**config.mk**
```make
export PLATFORM = sky130hd
export DESIGN_NAME = imem_fetch_ctrl_flat
export DESIGN_NICKNAME = d
export VERILOG_FILES = /design/src/rtl/imem_fetch_ctrl_if.sv /design/src/rtl/imem_fetch_ctrl.sv /design/src/flat_wrapper.sv
export SDC_FILE = /design/constraint.sdc
export NUM_CORES = 1
export LEC_CHECK = 0
export CAP_MARGIN = 30
export CORE_MARGIN = 5
export CORE_UTILIZATION = 48
export CTS_BUF_LIST = sky130_fd_sc_hd__clkbuf_16
export CTS_CLUSTER_DIAMETER = 150
export CTS_CLUSTER_SIZE = 16
export DETAILED_ROUTE_END_ITERATION = 6
export GPL_ROUTABILITY_DRIVEN = 0
export GPL_TIMING_DRIVEN = 0
export PLACE_DENSITY = 0.87
export SKIP_CTS_REPAIR_TIMING = 1
export SLEW_MARGIN = 20
export SYNTH_ARGS = -nofsm -noshare
export SYNTH_HDL_FRONTEND = slang
export SYNTH_SLANG_ARGS = --single-unit
```
**constraint.sdc**
```tcl
create_clock -name clk -period 6.53 [get_ports clk]
set_clock_uncertainty 0.1 [all_clocks]
set_input_delay 0.653 -clock clk [delete_from_list [all_inputs] [get_ports clk]]
set_output_delay 0.653 -clock clk [all_outputs]
set_load 0.005 [all_outputs]
```
**src/rtl/imem_fetch_ctrl_if.sv**
```systemverilog
// Bundle of loader, instruction-memory, redirect and decode-side signals for imem_fetch_ctrl.
// master = the fetch controller, slave = the surrounding memory/loader/decode logic.
interface imem_fetch_ctrl_if #(
    parameter int unsigned ADDR_W = 8
);
    logic              ld_valid;
    logic              ld_ready;
    logic [31:0]       ld_data;
    logic              ld_last;

    logic [ADDR_W-1:0] mem_addr;
    logic              mem_we;
    logic [31:0]       mem_wdata;
    logic [31:0]       mem_rdata;

    logic              redirect_valid;
    logic [31:0]       redirect_pc;
    logic              halt_req;

    logic              inst_valid;
    logic              inst_ready;
    logic [31:0]       inst_data;
    logic [31:0]       inst_pc;

    logic              busy_loading;
    logic              halted;

    modport master (
        input  ld_valid, ld_data, ld_last, mem_rdata,
        input  redirect_valid, redirect_pc, halt_req, inst_ready,
        output ld_ready, mem_addr, mem_we, mem_wdata,
        output inst_valid, inst_data, inst_pc, busy_loading, halted
    );

    modport slave (
        output ld_valid, ld_data, ld_last, mem_rdata,
        output redirect_valid, redirect_pc, halt_req, inst_ready,
        input  ld_ready, mem_addr, mem_we, mem_wdata,
        input  inst_valid, inst_data, inst_pc, busy_loading, halted
    );
endinterface

```
**src/rtl/imem_fetch_ctrl.sv**
```systemverilog
// Instruction memory sequencer: streams a program into the memory after reset, then
// fetches one word per cycle into a registered valid/ready stage with redirect and halt.
module imem_fetch_ctrl #(
    parameter int unsigned ADDR_W        = 8,
    parameter logic [31:0] RESET_PC      = 32'h0,
    parameter bit          LOAD_ON_RESET = 1'b1
) (
    input  logic              clk,
    input  logic              reset,
    imem_fetch_ctrl_if.master bus
);

    typedef enum logic [1:0] {
        ST_LOAD = 2'd0,
        ST_RUN  = 2'd1,
        ST_HALT = 2'd2
    } state_e;

    localparam state_e            RESET_STATE = LOAD_ON_RESET ? ST_LOAD : ST_RUN;
    localparam logic [ADDR_W-1:0] LAST_IDX    = '1;

    state_e            state_q, state_d;
    logic [31:0]       pc_q, pc_d;
    logic [ADDR_W-1:0] ld_cnt_q, ld_cnt_d;
    logic              inst_valid_q, inst_valid_d;
    logic [31:0]       inst_data_q, inst_data_d;
    logic [31:0]       inst_pc_q, inst_pc_d;

    logic              advance;
    logic [31:0]       redirect_tgt;
    logic              in_load;

    // Next-state and fetch-stage update
    always_comb begin
        state_d      = state_q;
        pc_d         = pc_q;
        ld_cnt_d     = ld_cnt_q;
        inst_valid_d = inst_valid_q;
        inst_data_d  = inst_data_q;
        inst_pc_d    = inst_pc_q;
        advance      = !inst_valid_q || bus.inst_ready;
        redirect_tgt = bus.redirect_pc & ~32'h3;

        case (state_q)
            ST_LOAD: begin
                if (bus.ld_valid) begin
                    ld_cnt_d = ld_cnt_q + ADDR_W'(1);
                    if (bus.ld_last || (ld_cnt_q == LAST_IDX)) begin
                        state_d  = ST_RUN;
                        pc_d     = RESET_PC;
                        ld_cnt_d = '0;
                    end
                end
            end
            ST_RUN: begin
                // Redirect kills the stage; the in-flight word is only consumed if inst_ready.
                if (bus.redirect_valid) begin
                    pc_d         = redirect_tgt;
                    inst_valid_d = 1'b0;
                    if (bus.halt_req) begin
                        state_d = ST_HALT;
                    end
                end else if (bus.halt_req) begin
                    if (advance) begin
                        inst_valid_d = 1'b0;
                        state_d      = ST_HALT;
                    end
                end else if (advance) begin
                    inst_valid_d = 1'b1;
                    inst_data_d  = bus.mem_rdata;
                    inst_pc_d    = pc_q;
                    pc_d         = pc_q + 32'd4;
                end
            end
            ST_HALT: begin
                inst_valid_d = 1'b0;
                if (bus.redirect_valid) begin
                    state_d = ST_RUN;
                    pc_d    = redirect_tgt;
                end
            end
            default: begin
                state_d = RESET_STATE;
            end
        endcase
    end

    always_ff @(posedge clk or negedge reset) begin
        if (!reset) begin
            state_q      <= RESET_STATE;
            pc_q         <= RESET_PC;
            ld_cnt_q     <= '0;
            inst_valid_q <= 1'b0;
            inst_data_q  <= '0;
            inst_pc_q    <= '0;
        end else begin
            state_q      <= state_d;
            pc_q         <= pc_d;
            ld_cnt_q     <= ld_cnt_d;
            inst_valid_q <= inst_valid_d;
            inst_data_q  <= inst_data_d;
            inst_pc_q    <= inst_pc_d;
        end
    end

    // Memory port is owned by the loader in LOAD, by the PC otherwise
    assign in_load          = (state_q == ST_LOAD);
    assign bus.ld_ready     = in_load;
    assign bus.mem_we       = in_load && bus.ld_valid;
    assign bus.mem_addr     = in_load ? ld_cnt_q : pc_q[ADDR_W+1:2];
    assign bus.mem_wdata    = bus.ld_data;
    assign bus.inst_valid   = inst_valid_q;
    assign bus.inst_data    = inst_data_q;
    assign bus.inst_pc      = inst_pc_q;
    assign bus.busy_loading = in_load;
    assign bus.halted       = (state_q == ST_HALT);

endmodule

```
**src/flat_wrapper.sv**
```systemverilog
// flat-port wrapper written by rule: the top's interface ports become plain ports
module imem_fetch_ctrl_flat 
#(
    parameter int unsigned ADDR_W        = 8,
    parameter logic [31:0] RESET_PC      = 32'h0,
    parameter bit          LOAD_ON_RESET = 1'b1
)
  (clk, reset, bus_ld_valid, bus_ld_data, bus_ld_last, bus_mem_rdata, bus_redirect_valid, bus_redirect_pc, bus_halt_req, bus_inst_ready, bus_ld_ready, bus_mem_addr, bus_mem_we, bus_mem_wdata, bus_inst_valid, bus_inst_data, bus_inst_pc, bus_busy_loading, bus_halted);
  imem_fetch_ctrl_if #(.ADDR_W(ADDR_W)) bus_i ();
  input  logic clk;
  input  logic reset;
  input wire logic [$bits(bus_i.ld_valid)-1:0] bus_ld_valid;
  input wire logic [$bits(bus_i.ld_data)-1:0] bus_ld_data;
  input wire logic [$bits(bus_i.ld_last)-1:0] bus_ld_last;
  input wire logic [$bits(bus_i.mem_rdata)-1:0] bus_mem_rdata;
  input wire logic [$bits(bus_i.redirect_valid)-1:0] bus_redirect_valid;
  input wire logic [$bits(bus_i.redirect_pc)-1:0] bus_redirect_pc;
  input wire logic [$bits(bus_i.halt_req)-1:0] bus_halt_req;
  input wire logic [$bits(bus_i.inst_ready)-1:0] bus_inst_ready;
  output wire logic [$bits(bus_i.ld_ready)-1:0] bus_ld_ready;
  output wire logic [$bits(bus_i.mem_addr)-1:0] bus_mem_addr;
  output wire logic [$bits(bus_i.mem_we)-1:0] bus_mem_we;
  output wire logic [$bits(bus_i.mem_wdata)-1:0] bus_mem_wdata;
  output wire logic [$bits(bus_i.inst_valid)-1:0] bus_inst_valid;
  output wire logic [$bits(bus_i.inst_data)-1:0] bus_inst_data;
  output wire logic [$bits(bus_i.inst_pc)-1:0] bus_inst_pc;
  output wire logic [$bits(bus_i.busy_loading)-1:0] bus_busy_loading;
  output wire logic [$bits(bus_i.halted)-1:0] bus_halted;
  assign bus_i.ld_valid = bus_ld_valid;
  assign bus_i.ld_data = bus_ld_data;
  assign bus_i.ld_last = bus_ld_last;
  assign bus_i.mem_rdata = bus_mem_rdata;
  assign bus_i.redirect_valid = bus_redirect_valid;
  assign bus_i.redirect_pc = bus_redirect_pc;
  assign bus_i.halt_req = bus_halt_req;
  assign bus_i.inst_ready = bus_inst_ready;
  assign bus_ld_ready = bus_i.ld_ready;
  assign bus_mem_addr = bus_i.mem_addr;
  assign bus_mem_we = bus_i.mem_we;
  assign bus_mem_wdata = bus_i.mem_wdata;
  assign bus_inst_valid = bus_i.inst_valid;
  assign bus_inst_data = bus_i.inst_data;
  assign bus_inst_pc = bus_i.inst_pc;
  assign bus_busy_loading = bus_i.busy_loading;
  assign bus_halted = bus_i.halted;
  imem_fetch_ctrl #(.ADDR_W(ADDR_W), .RESET_PC(RESET_PC), .LOAD_ON_RESET(LOAD_ON_RESET)) u_core (.clk(clk), .reset(reset), .bus(bus_i));
endmodule
```
Word-level counts from Yosys, hierarchy flattened
Cells that the tools add are included.
W data, S select, Z words.
{"block": "word_totals", "register_bits": 107, "in_bits": 103, "elab_cells": 53}
{"block": "op_classes", "n_addsub": 2, "eq_ne": 9, "mux": 22, "bitwise": 2, "reduce_logical": 12}
{"cell": "$mux W32", "n": 6}
{"cell": "$pmux W32 S3", "n": 1}
{"cell": "$add A32 B3 Y32 const B", "n": 1}
{"cell": "$mux W8", "n": 2}
{"cell": "$mux W2", "n": 7}
{"cell": "$add A8 B1 Y8 const B", "n": 1}
{"cell": "$eq A8 B8 Y1 const B", "n": 1}
{"cell": "$ne A2 B2 Y1 const B", "n": 4}
{"cell": "$pmux W2 S3", "n": 1}
{"cell": "$reduce_and A6 Y1", "n": 1}
{"cell": "$reduce_and A5 Y1", "n": 1}
{"cell": "$mux W1", "n": 4}
{"cell": "$reduce_and A2 Y1", "n": 2}
{"cell": "$reduce_and A4 Y1", "n": 1}
{"cell": "$ne A3 B2 Y1 const B", "n": 1}
{"cell": "$ne A3 B3 Y1 const B", "n": 1}
{"cell": "$reduce_bool A3 Y1", "n": 1}
{"cell": "$eq A2 B1 Y1 const B", "n": 1}
{"cell": "$eq A2 B2 Y1 const B", "n": 1}
{"cell": "$logic_not A2 Y1", "n": 1}
{"cell": "$logic_or A1 B1 Y1", "n": 2}
{"cell": "$not A1 Y1", "n": 2}
{"cell": "$pmux W1 S2", "n": 1}
{"cell": "$reduce_bool A2 Y1", "n": 1}
{"cell": "2 further kinds", "n": 2}

Logic depth before layout (Yosys ltp)
{"block": "logic_depth", "word_depth": 6, "ltp_mapped": 9, "ltp_nobuf": 8}

Worst setup path before layout
Ideal clock, no wire load.
{"block": "synth_timing", "path_kind": "register to output", "from": "register u_core.state_q[0]", "to": "output bus_mem_addr[0]", "t_arrival_ns": 1.432, "slack_ns": 4.345, "path_stages_with_launch": 5, "n_path_buf": 1, "cell_sequence": "dfrtp_1 inv_1 ha_1 buf_1 mux2_2"}
{"block": "synth_via", "elab_chain_len": 2}
{"item": "start, declared", "line": "imem_fetch_ctrl.sv:22", "rtl": "state_e state_q, state_d;"}
{"item": "start signal, assigned", "line": "imem_fetch_ctrl.sv:97", "rtl": "state_q <= state_d;"}
{"item": "$logic_not A2 Y1", "line": "imem_fetch_ctrl.sv:107", "rtl": "assign in_load = (state_q == ST_LOAD);"}
{"item": "named net bus_busy_loading", "line": "flat_wrapper.sv:27", "rtl": "output wire logic [$bits(bus_i.busy_loading)-1:0] bus_busy_loading;"}
{"item": "$mux W8", "line": "imem_fetch_ctrl.sv:110", "rtl": "assign bus.mem_addr = in_load ? ld_cnt_q : pc_q[ADDR_W+1:2];"}
{"item": "end, declared", "line": "flat_wrapper.sv:21", "rtl": "output wire logic [$bits(bus_i.mem_addr)-1:0] bus_mem_addr;"}
The timed path passes the listed nets, and every way through them passes these cells.

Final worst setup path
{"block": "layout_timing", "from": "register u_core.state_q[0]", "to": "output bus_mem_addr[0]"}
{"block": "layout_via", "elab_chain_len": 2}
{"item": "$logic_not A2 Y1", "line": "imem_fetch_ctrl.sv:107"}
{"item": "$mux W8", "line": "imem_fetch_ctrl.sv:110"}
Every way passes these cells.

==> flow_summary.toml <==
[route]
wire_per_inst_um = 18.7
drt-pass1-iter-count = 5
antenna_left = 0
routed_wl_mm = 15.8
vias = 4891
viasPerCell = 5.79
drtIter0Drc = 516
drc = 0

[power_and_ir_drop]
clkPwrFrac_pct = 18.8
p_leak_nw = 3.33
switching_share_pct = 36.2
ir_worst_vdd_uv = 213
p_comb_share_pct = 43.7
powerDensity_nw_per_um2 = 393
pwr-share-seq_pct = 37.4
internal-power_mw = 1.93
switchingPower_mw = 1.10
p_total_mw = 3.02

[setup_path]
r2r-start = "u_core.state_q[1]$_DFFE_PN0P_"
crit_path_max_fanout = 10
r2r_end = "u_core.bus.inst_pc[14]$_DFFE_PN0P_"
critPathBufInv = 3
ff2ff_path_depth = 7
crit_type = "flip-flop to output port"
cp_cell_sequence = "inv_1 > ha_1 > buf_1 > mux2_2 > clkdlybuf4s50_1"
crit_required_ns = 5.78
crit_arrival_ns = 2.48
critPathCaptureType = "output port"
critPathMaxStageDelay_ns = 0.46
slowest_stage = "clkdlybuf4s50_1"
cp-start-kind = "flip-flop"
reg2reg_slack_ns = 3.82
cp_top_family = "buffers and inverters"

[layout]
num-fill-cells = 818
syn_to_final_growth_pct = 41.7
final_layout_size_suffix_gt1_share_pct = 20.4
final_core_util_pct = 70.0
num_antenna_cells = 0
final_area_um2 = 7690
layout.nets = 810
final_cells = 845

[global_route]
use_met3_pct = 3.89
grt_util_met1_pct = 29.7
grt_max_degree = 77
grtUsageMet2_pct = 38.9
grt_pass1_vias = 4864
antenna_found_initial = 0
grt-ovfl-total = 0
grtUsageTotal_pct = 23.0
grt_pass1_wl_mm = 24.4
grt_busiest_layer = "met2"

[floorplanning]
io_pins = 212
start_util_pct = 49.4
rows = 38
die_x_um = 116
design.die.area_um2 = 13500
die_h_um = 116
coreArea_um2 = 11000

[sta]
hold_viol_final = 0
drv_slew = 0
slew_headroom_pct = 37.7
min_period_over_period_pct = 49.5
rsz0062_at_grt = "no"
setup_viol = 0
tns_ns = 0
hold_ws_ns = 0.0627
finalCriticalPeriod_ns = 3.23
clock.fmax_ghz = 0.309
tightest_slew_ns = 0.928
worst_slack_ns = 3.30

[clocking]
htreeDepth = 3
cts.sinks = 103
cts.reportedPaths.clkPinSlew_ns = 0.07
cts_tree = "yes"
cts_root_buffer = "clkbuf_16"
numCtsBuffers = 9
clk_path_buf_depth = 2
insertion_delay_ns = 0.35

[synthesis]
synth_top_family_by_area = "multiplexers"
synthXorXnorAreaFrac_pct = 0.968
synth_cells = 513
synth_edf_count = 0
synth.area.mux_share_pct = 14.7
ys_seq_elements = 103
syn_avg_cell_area_um2 = 10.6
synth_cell_types = 53
yosysSeqAreaShare_pct = 47.5
synth-simple-area-share_pct = 13.2
synth_ff_type = "dfrtp_1"
synth_compound_area_share_pct = 14.2
synth-async-reset-ratio_pct = 100
ys_warn_count = 0
synth-adder-area-share_pct = 1.61
syn_area_um2 = 5430

[placement]
place_area_um2 = 7380
hpwl_mm = 11.9
place_ws_ns = 3.39
placed_cells = 829
port_buffers = 174

[outcome]
status = "finished, final reports clean"

[run]
max_cap_viol_count = 0

[worst_hold_path]
hold_path_class = "input port to async pin"
metal layers:
metal | up-vias | routed length, um
met5 | - | 0
met4 | 0 | 324
met3 | 30 | 1520
met2 | 305 | 7910
met1 | 2344 | 6060
li1 | 2212 | -
layout make-up:
| cell class | instances | area (um2) | share of cell area [%] |
|---|---|---|---|
| timing repair buffer | 175 | 1770 | 23.0 |
| multi-input combinational | 338 | 2430 | 31.6 |
| clock buffer | 9 | 225 | 2.93 |
| sequential | 103 | 2580 | 33.5 |
| tap | 140 | 175 | 2.28 |
| buffer | 62 | 378 | 4.91 |
| inverter | 11 | 41.3 | 0.537 |
| clock inverter | 7 | 90.1 | 1.17 |
cells in the mapped netlist, types with 4 or more instances:
cell type	count	area, um2
dfrtp_1	103	2580
mux2_2	70	788
o21ai_0	50	250
nand2_1	37	139
buf_4	35	263
nor2_1	31	116
a21oi_1	18	90.1
clkbuf_1	15	56.3
nand3_1	13	65.1
nand4_1	12	75.1
buf_2	11	55.1
inv_1	11	41.3
a32oi_1	9	78.8
and3_1	9	56.3
a22o_1	7	61.3
ha_1	7	87.6
a31oi_1	6	37.5
xnor2_1	6	52.6
o31ai_1	5	37.5
nor3_1	4	20.0
nor4_1	4	25.0
kinds of logic (layout without fill, tap and decap cells):
kind of cell,Yosys count,in the layout
other cells,1,2
buf+inv,73,264
simple gates,132,132
flops,103,103
fa+ha+maj,7,7
compound gates,120,120
mux,71,71
xor+xnor,6,6
how the worst max path moves through the flow:
stage	from	endpoint	slack [ns]	depth (start not counted)
final	u_core.state_q[0]$_DFFE_PN0P_	bus_mem_addr[0]	3.30	5
after detailed placement	bus_redirect_valid	u_core.bus.inst_pc[14]$_DFFE_PN0P_	3.39	5
after global routing	u_core.state_q[0]$_DFFE_PN0P_	bus_mem_addr[0]	3.18	5
after CTS	u_core.state_q[0]$_DFFE_PN0P_	bus_mem_addr[0]	3.29	5
after floorplan	u_core.state_q[0]$_DFFE_PN0P_	bus_mem_addr[0]	4.35	4
after global placement	reset	u_core.bus.inst_pc[2]$_DFFE_PN0P_	0.95	1
registers in the layout, summed over array words and instances, names as in the netlist:
| name | count |
|---|---|
| u_core.state_q | 2 |
| u_core.bus.inst_pc | 30 |
| u_core.pc_q | 30 |
| u_core.ld_cnt_q | 8 |
| u_core.bus.inst_valid | 1 |
| u_core.bus.inst_data | 32 |
layout by cell type, fill, tap and decap left out, drive strengths merged, types with 3 or more instances in the layout:
cell type / Yosys / routed
clkdlybuf4s50: 0 / 173
dfrtp: 103 / 103
mux2: 70 / 70
o21ai: 50 / 50
buf: 47 / 49
nand2: 37 / 37
nor2: 31 / 31
clkbuf: 15 / 24
a21oi: 18 / 18
nand3: 16 / 16
inv: 11 / 13
nand4: 13 / 13
and3: 9 / 9
a32oi: 9 / 9
a22o: 7 / 7
ha: 7 / 7
a31oi: 6 / 6
xnor2: 6 / 6
nor4: 6 / 6
nor3: 6 / 6
o31ai: 5 / 5
and2: 4 / 4
nand2b: 3 / 3
o211ai: 3 / 3
a2bb2oi: 3 / 3
a41oi: 3 / 3
a22oi: 3 / 3
clkinv: 0 / 3
power by group through the flow:
stage          clock network, mW  registers, mW  logic [mW]
2_1_floorplan                  0           1.08       0.661
3_3_place_gp                   0           1.11        1.26
3_5_place_dp                   0           1.14        1.31
4_1_cts                    0.575           1.12        1.32
5_1_grt                    0.600           1.17        1.43
6_report                   0.570           1.13        1.32
Note: power is estimated with default switching activity, not from simulation.
==> RTL edit (config.mk and constraints unchanged) <==
`LOAD_ON_RESET` is set to 1'b1 in 2 places; all go to 1'b0.
--- a/src/rtl/imem_fetch_ctrl.sv
+++ b/src/rtl/imem_fetch_ctrl.sv
@@ -5,3 +5,3 @@
     parameter logic [31:0] RESET_PC      = 32'h0,
-    parameter bit          LOAD_ON_RESET = 1'b1
+    parameter bit          LOAD_ON_RESET = 1'b0
 ) (
--- a/src/flat_wrapper.sv
+++ b/src/flat_wrapper.sv
@@ -5,3 +5,3 @@
     parameter logic [31:0] RESET_PC      = 32'h0,
-    parameter bit          LOAD_ON_RESET = 1'b1
+    parameter bit          LOAD_ON_RESET = 1'b0
 )
Function: changed (Yosys sat finds a counterexample within 4 cycles, from zero or initial values and one cycle with reset low).
==> RTL edit against the unedited design <==
- clock power fell by 4.6%
- sequential cell count is the same
- total power shrank 2.2%
- design area about the same
- wire length is 0.94% lower
- combinational power increased by 3%
- largest power group unchanged
- critical path depth increased by 2
- worst setup slack got worse by 0.059 ns
- register-to-register slack improved by 0.02 ns
- synthesized area hardly changed
- non-clock buffer count rose by 5
- highest routed layer unchanged
==> RTL edit: results <==
<?xml version="1.0" encoding="UTF-8"?>
<metrics>
  <group name="outcome">
    <metric name="outcome" unit="">completed</metric>
  </group>
  <group name="cells_and_area">
    <metric name="nNetsFinal" unit="">812</metric>
    <metric name="final_layout_size_suffix_gt1_frac" unit="">0.169</metric>
  </group>
  <group name="placement">
    <metric name="hpwl" unit="mm">11.8</metric>
    <metric name="place.port_buffers" unit="">175</metric>
  </group>
  <group name="global_routing">
    <metric name="grtUsageMet2" unit="">0.392</metric>
    <metric name="groute.layer.met3.usage" unit="">0.0456</metric>
    <metric name="grt_pass1_vias" unit="">4923</metric>
    <metric name="globalRouteTotalUtil" unit="">0.225</metric>
    <metric name="grt_first_pass_wirelength" unit="mm">24.4</metric>
  </group>
  <group name="clock_network">
    <metric name="clockRootBuffer" unit="">sky130_fd_sc_hd__clkbuf_16</metric>
    <metric name="clock_latency" unit="ns">0.34</metric>
  </group>
  <group name="worst_setup_path">
    <metric name="max_stage_delay" unit="ns">0.57</metric>
    <metric name="critPathSlowestCell" unit="">sky130_fd_sc_hd__dfstp_2</metric>
    <metric name="timing.rr.end" unit="">u_core.pc_q[16]$_DFFE_PN0P_</metric>
    <metric name="cp_arrival" unit="ns">2.54</metric>
    <metric name="ff2ff_path_depth" unit="">9</metric>
    <metric name="critical_path.reg2reg.startpoint" unit="">u_core.state_q[0]$_DFFE_PN1P_</metric>
    <metric name="ff2ff_setup_slack" unit="ns">3.84</metric>
  </group>
  <group name="logic_synthesis">
    <metric name="synth-seq-area-share" unit="">0.475</metric>
    <metric name="yosys.area.top_type_share" unit="">0.470</metric>
    <metric name="top_cells_by_area_in_the_synthesized_netlist" unit="">sky130_fd_sc_hd__dfrtp_1, sky130_fd_sc_hd__mux2_2, sky130_fd_sc_hd__buf_4, sky130_fd_sc_hd__mux2_1, sky130_fd_sc_hd__nand2_1</metric>
    <metric name="synth_top_cells_by_count" unit="">sky130_fd_sc_hd__dfrtp_1, sky130_fd_sc_hd__nand2_1, sky130_fd_sc_hd__mux2_2, sky130_fd_sc_hd__buf_4, sky130_fd_sc_hd__o21ai_0</metric>
    <metric name="ys_types" unit="">55</metric>
  </group>
  <group name="routing">
    <metric name="avgViaCountPerCell" unit="">5.78</metric>
  </group>
  <group name="hold_path">
    <metric name="hp-class" unit="">in -&gt; async</metric>
  </group>
  <group name="power">
    <metric name="worst_ir_drop_vdd" unit="V">0.000204</metric>
    <metric name="power.leakage" unit="nW">3.30</metric>
  </group>
  <group name="timing">
    <metric name="tightest_slew" unit="ns">0.691</metric>
  </group>
</metrics>
[RTL edit: cell count changes after synthesis, moves of 5 or more]
cell | before | now
sky130_fd_sc_hd__mux2_2 | 70 | 44
sky130_fd_sc_hd__o21ai_0 | 50 | 29
sky130_fd_sc_hd__nor2_1 | 31 | 20
sky130_fd_sc_hd__o21ai_1 | 0 | 12
sky130_fd_sc_hd__a21oi_1 | 18 | 23
sky130_fd_sc_hd__nand4_1 | 12 | 18
sky130_fd_sc_hd__a32oi_1 | 9 | 2
sky130_fd_sc_hd__nand2_1 | 37 | 45
sky130_fd_sc_hd__mux2_1 | 0 | 25
sky130_fd_sc_hd__and4_1 | 0 | 5
[RTL edit: logic make-up after synthesis]
group	after synthesis	synth area share
xor gates and xnor gates	5	0.00807
DFF	103	0.475
muxes	70	0.145
buffers and inverters	79	0.0860
AOI/OAI and AO/OA	112	0.131
adders and majority gates	6	0.0138
and+or+nand+nor	139	0.140
other	1	0.000691
[RTL edit: where the power goes]
group | total, mW | internal (mW) | switching, mW
registers | 1.05 | 0.872 | 0.180
logic | 1.36 | 0.726 | 0.635
clock network | 0.544 | 0.302 | 0.242
total | 2.96 | 1.90 | 1.06
[RTL edit: final cells by class]
class | instances | area [sq um]
plain buffers | 66 | 418
fillers | 817 | 3250
clock buffers | 9 | 225
clock inverters | 7 | 78.8
inverters | 13 | 48.8
multi-input cells | 334 | 2380
well taps | 140 | 175
repair buffers | 176 | 1780
flip-flops and latches | 103 | 2580
[RTL edit: worst max path at each step]
stage	to	slack (ns)	depth (start not counted)
final	bus_mem_we	3.24	7
after global routing	bus_mem_we	3.12	7
after CTS	bus_mem_we	3.24	7
after detailed placement	u_core.bus.inst_data[6]$_DFFE_PN0P_	3.48	5
after global placement	u_core.bus.inst_data[20]$_DFFE_PN0P_	0.99	1
after floorplan	bus_mem_we	4.30	6
[RTL edit: per-layer routing]
layer  wire length [um]  part of all wire
met2               7690              0.49
met1               6040              0.39
met3               1600              0.10
met4                345             0.022
met5                  0                 0
[RTL edit: per-stage QoR]
step | setup WS, ns | util | hold WS [ns] | cells | instance area (sq um)
after CTS | 3.24 | 0.703 | 0.0962 | 848 | 7690
after global routing | 3.12 | 0.703 | 0.116 | 848 | 7690
after global placement | 0.991 | 0.673 | 0.367 | 831 | 7360
after floorplan | 4.30 | - | 0.257 | 516 | 5430
final | 3.24 | 0.703 | 0.0872 | 848 | 7690
after detailed placement | 3.48 | 0.675 | 0.375 | 832 | 7380
